<file path="src/rtl/seq_shift_pkg.sv">
// Shared encodings for the iterative shifter: operation codes and FSM states.
package seq_shift_pkg;

    localparam logic [1:0] OP_SLL = 2'b00;
    localparam logic [1:0] OP_SRL = 2'b01;
    localparam logic [1:0] OP_SRA = 2'b10;

    typedef enum logic [1:0] {
        IDLE  = 2'b00,
        SHIFT = 2'b01,
        DONE  = 2'b10
    } state_e;

endpackage

</file>
<file path="src/rtl/seq_shift_unit_shift_step.sv">
// One iteration of the shifter: moves acc by 2^k in the op direction, or passes it through.
module shift_step
    import seq_shift_pkg::*;
#(
    parameter int XLEN = 32,
    parameter int KW   = 3
) (
    input  logic [XLEN-1:0] acc_i,
    input  logic [KW-1:0]   k_i,
    input  logic [1:0]      op_i,
    input  logic            en_i,
    output logic [XLEN-1:0] acc_o
);

    logic [XLEN-1:0] dist_s;

    // Stage shift by a power of two; reserved op code behaves as a left shift.
    always_comb begin
        dist_s = {{(XLEN-1){1'b0}}, 1'b1} << k_i;
        acc_o  = acc_i;
        if (en_i) begin
            case (op_i)
                OP_SRL:  acc_o = acc_i >> dist_s;
                OP_SRA:  acc_o = $unsigned($signed(acc_i) >>> dist_s);
                default: acc_o = acc_i << dist_s;
            endcase
        end else begin
            acc_o = acc_i;
        end
    end

endmodule

</file>
<file path="src/rtl/seq_shift_unit.sv">
// Iterative EX-stage shifter: resolves one shamt bit per cycle, LSB first, with early exit.
module seq_shift_unit
    import seq_shift_pkg::*;
#(
    parameter  int XLEN = 32,
    localparam int SHW  = $clog2(XLEN)
) (
    input  logic            clk_i,
    input  logic            rst_i,
    input  logic            start_i,
    input  logic [1:0]      op_i,
    input  logic [XLEN-1:0] data_i,
    input  logic [SHW-1:0]  shamt_i,
    input  logic            flush_i,
    output logic            busy_o,
    output logic            done_o,
    output logic [XLEN-1:0] data_o
);

    localparam int KW = $clog2(SHW);

    state_e          state_q, state_d;
    logic [XLEN-1:0] acc_q, acc_d;
    logic [SHW-1:0]  amt_q, amt_d;
    logic [KW-1:0]   k_q, k_d;
    logic [1:0]      op_q, op_d;
    logic [XLEN-1:0] hold_q, hold_d;
    logic [XLEN-1:0] step_s;
    logic            last_s;

    shift_step #(
        .XLEN (XLEN),
        .KW   (KW)
    ) u_step (
        .acc_i (acc_q),
        .k_i   (k_q),
        .op_i  (op_q),
        .en_i  (amt_q[0]),
        .acc_o (step_s)
    );

    // A flush in the DONE cycle must hide the pulse and keep the previous result visible,
    // so the result is shown straight from acc during DONE and captured into hold afterwards.
    assign busy_o = (state_q != IDLE);
    assign done_o = (state_q == DONE) && !flush_i;
    assign data_o = done_o ? acc_q : hold_q;
    assign last_s = (amt_q[SHW-1:1] == {(SHW-1){1'b0}});

    // Next-state and datapath update for the IDLE/SHIFT/DONE sequence.
    always_comb begin
        state_d = state_q;
        acc_d   = acc_q;
        amt_d   = amt_q;
        k_d     = k_q;
        op_d    = op_q;
        case (state_q)
            IDLE: begin
                if (flush_i) begin
                    state_d = IDLE;
                end else if (start_i) begin
                    acc_d   = data_i;
                    amt_d   = shamt_i;
                    op_d    = op_i;
                    k_d     = {KW{1'b0}};
                    state_d = (shamt_i != {SHW{1'b0}}) ? SHIFT : DONE;
                end else begin
                    state_d = IDLE;
                end
            end
            SHIFT: begin
                if (flush_i) begin
                    state_d = IDLE;
                end else begin
                    acc_d   = step_s;
                    amt_d   = amt_q >> 1;
                    k_d     = k_q + {{(KW-1){1'b0}}, 1'b1};
                    state_d = last_s ? DONE : SHIFT;
                end
            end
            DONE: begin
                state_d = IDLE;
            end
            default: begin
                state_d = IDLE;
            end
        endcase
    end

    // Result holding register: captures acc on every delivered done pulse.
    always_comb begin
        hold_d = hold_q;
        if (done_o) begin
            hold_d = acc_q;
        end else begin
            hold_d = hold_q;
        end
    end

    // State and datapath registers with asynchronous active-low reset.
    always_ff @(posedge clk_i or negedge rst_i) begin
        if (!rst_i) begin
            state_q <= IDLE;
            acc_q   <= {XLEN{1'b0}};
            amt_q   <= {SHW{1'b0}};
            k_q     <= {KW{1'b0}};
            op_q    <= 2'b00;
            hold_q  <= {XLEN{1'b0}};
        end else begin
            state_q <= state_d;
            acc_q   <= acc_d;
            amt_q   <= amt_d;
            k_q     <= k_d;
            op_q    <= op_d;
            hold_q  <= hold_d;
        end
    end

endmodule
</file>
<file path="config.mk">
export PLATFORM = sky130hd
export DESIGN_NAME = seq_shift_unit
export DESIGN_NICKNAME = d
export VERILOG_FILES = /design/src/rtl/seq_shift_pkg.sv /design/src/rtl/seq_shift_unit_shift_step.sv /design/src/rtl/seq_shift_unit.sv
export SDC_FILE = /design/constraint.sdc
export NUM_CORES = 1
export LEC_CHECK = 0
export CORE_MARGIN = 2
export CORE_UTILIZATION = 25
export CTS_CLUSTER_DIAMETER = 150
export DETAILED_ROUTE_END_ITERATION = 10
export SYNTH_ARGS = -nofsm -noshare
export SYNTH_HDL_FRONTEND = slang
export SYNTH_SLANG_ARGS = --single-unit
</file>
<file path="constraint.sdc">
create_clock -name clk_i -period 2.7 [get_ports clk_i]
set_input_delay 0.27 -clock clk_i [delete_from_list [all_inputs] [get_ports clk_i]]
set_output_delay 0.27 -clock clk_i [all_outputs]
set_load 0.02 [all_outputs]
</file>
==> results.yml <==
route:
  route.detailed.vias_per_inst: 6.10
  dr_total_vias: 11800
  totalWireLength_mm: 53.9
  detail_route.drc_violations: 0
  wire_per_inst_um: 27.8
  ant_nets: 0
  dr.pass1.iters: 5
  drt_first_iter_violations: 1685
yosys:
  synth_enable_flop_cells: 0
  synthesis.area_per_instance_um2: 7.64
  post_synth_inst_count: 1164
  synth_async_sr_flop_share_pct: 100
  yosysTopAreaCellShare_pct: 21.4
  ys_top_cells_by_count: "a21oi_1 (105), nand2_1 (103), o21ai_0 (94), nor2_1 (86), dfrtp_1 (76)"
  mappedNetlistNets: 1214
  synth_cell_type_count: 87
  synth_area_mm2: 0.00890
  synth_top_flop_cell: "dfrtp_1"
  ys_ff_latch: 76
  post_synth_main_area_contributors: "dfrtp_1 (21%), a21oi_1 (5.9%), mux2_2 (5.7%)"
  synth.yosys.warnings: 0
  synth_largest_area_cell: "dfrtp_1"
  synth.most_common_cell: "a21oi_1"
  synth.yosys.seq_area_share_pct: 21.4
critical_path:
  biggest_fanout_along_the_worst_timing_path: 22
  worstSetupStartpointType: "flop"
  crit_arrival_ns: 3.10
  critPathRequiredTime_ns: 3.00
  crit_type: "flop to flop"
  worstSetupEndpointType: "flop"
place:
  postPlaceCellArea_mm2: 0.0123
  place_congestion: 1.01
  placement.io_buffers: 76
  total_half_perimeter_wirelength_after_legalization_and_detailed_placement_mm: 41.2
power_and_ir_drop:
  ir_drop_mv: 0.525
  p_leak_uw: 0.00546
  power_per_unit_of_standard_cell_area_mw_per_mm2: 1280
layout:
  area_growth_pct: 52.0
  antenna_cells_inserted: 0
  drive_above_1_share_pct: 38.9
  stdcell_area_mm2: 0.0135
  finish.utilization_pct: 38.3
  finalNetCount: 1525
clock_tree:
  deepest_clock_path_buffer_count: 2
  tritoncts.num_buffers: 9
  clk_root_buffer_cell: "clkbuf_16"
  insertion_delay_ns: 0.38
  tritoncts_clock_tree: "built"
  path_clk_slew_ns: 0.08
  cts_max_level: 3
  clock_sinks: 76
timing:
  rsz0062_at_grt: "yes"
  timing_worst_slew_pin_value_ns: 0.658
  achievable-frequency_mhz: 358
  timing.final.crit_share_pct: 104
  finalWorstPathRequiredPeriod_ns: 2.80
  timing_max_transition_violations_final: 0
  max_slew_margin_pct: 56.1
  final-hold-violation-count: 0
  report.final.setup_viol: 8
  final.setup.worst_slack_ns: -0.0969
  finClkSkew_ns: 0.0149
die:
  core_area_mm2: 0.0353
  fp.dieArea_mm2: 0.0371
  initial_core_util_pct: 25.2
  die_height_um: 193
  fp-row-count: 69
  io_pins: 77
  die_width_um: 193
grt:
  track_usage_pct: 29.0
  grt_first_pass_wirelength_mm: 78.4
  grt_remaining_overflow: 0
  first_global_vias: 11600
  antenna_found_initial: 0
  largest_net_degree_at_the_start_of_global_routing: 46
min_path:
  holdCritPathClass: "input pin to async pin"
run_status:
  status: "complete, but fails checks"
  failing_checks: "setup timing"
job:
  max_cap_viol_count: 0
==> layer usage <==
metal / global-route usage, % / vias to the layer above / part of all wire [%]
met2: 43.4 / 818 / 43
met5: 0 / - / 0
li1: - / 5083 / -
met3: 5.93 / 188 / 10
met1: 38.5 / 5744 / 41
met4: 16.6 / 0 / 6.2
==> critical path, cell delays in order, from the launching register on <==
cell and delay (ns):
dfrtp_1 0.40, buf_4 0.32, ha_1 0.26, ha_4 0.26
buf_12 0.19, buf_4 0.33, nand2_1 0.26, o32a_1 0.22
or3_1 0.30, a31oi_1 0.12
==> power by group <==
part / internal, uW / switching (uW)
Sequential: 1580 / 797
Clock: 741 / 617
Combinational: 6200 / 7350
==> metrics by stage <==
stage / hold WS, ns / setup TNS [ns] / power, uW / instances / setup slack [ns]
after CTS: 0.425 / -0.0780 / 16000 / 1934 / -0.0262
after detailed placement: 0.263 / -3.56 / 14100 / 1907 / -0.269
after floorplan: -0.0256 / 0 / 7770 / 1164 / 0.0108
after global placement: 0.258 / -3.71 / 14200 / 1907 / -0.317
after global routing: 0.486 / -1.52 / 17900 / 1941 / -0.162
final: 0.397 / -0.392 / 17300 / 1941 / -0.0969
==> what timing repair did <==
item | 4_1_cts | 5_1_grt
endpoints found under the hold margin | 31 | 0
buffers inserted | 10 | 7
setup endpoints to repair | 31 | 50
gates resized for setup | 63 | 117
hold buffers | 1 | 0
pin swaps | 11 | 29
==> area by class of cell <==
class / instances / area (um^2)
fill: 3589 / 21800
multi-input combinational: 929 / 6890
timing repair buffer: 435 / 3760
sequential: 76 / 1900
tap: 461 / 577
clock buffer: 10 / 239
inverter: 24 / 92.6
clock inverter: 6 / 63.8
==> sequential cells by signal, indices dropped and copies added, names as in the netlist <==
signal / count
acc_q: 32
amt_q: 5
hold_q: 32
k_q: 3
op_q: 2
state_q: 2
==> worst paths after layout <==
path / from / end / slack, ns / cells past startpoint
worst max register to register: k_q[1]$_DFFE_PN0P_ / acc_q[12]$_DFFE_PN0P_ / -0.1 / 9
worst max-delay path: k_q[1]$_DFFE_PN0P_ / acc_q[12]$_DFFE_PN0P_ / -0.1 / 9
worst min-delay path: rst_i / k_q[1]$_DFFE_PN0P_ / 0.40 / 2
max in group asynchronous: rst_i / acc_q[20]$_DFFE_PN0P_ / 1.64 / 3
min in group clk_i: op_i[0] / op_q[0]$_DFFE_PN0P_ / 0.44 / 3
worst min register to register: hold_q[13]$_DFF_PN0_ / hold_q[13]$_DFF_PN0_ / 0.50 / 1
==> cell usage in the layout, fill, tap and decap left out, types with 10 or more instances in the layout <==
cell type        count
a22oi_1             11
buf_12              17
a21oi_2             14
a221oi_1            11
dfrtp_1             75
o221ai_1            10
mux2i_1             31
o21ai_1             22
buf_6               16
nand2_1            101
inv_1               18
mux2_2              43
nor3_1              39
a211oi_1            18
buf_4              322
nand2b_1            18
clkdlybuf4s50_1     75
a31oi_1             19
nand3_1             18
a21oi_1             90
nor2_1              77
o22ai_1             23
a221oi_2            11
mux4_2              12
o211ai_1            21
o21ai_0             75
nor2_2              10
or3_1               21
==> cells by family after synthesis <==
group	share of synthesized area, %
mux	13.6
flops	21.4
simple gates	19.0
buf+inv	8.87
compound gates	36.2
fa+ha+maj	0.984
(Power assumes the default switching activity.)
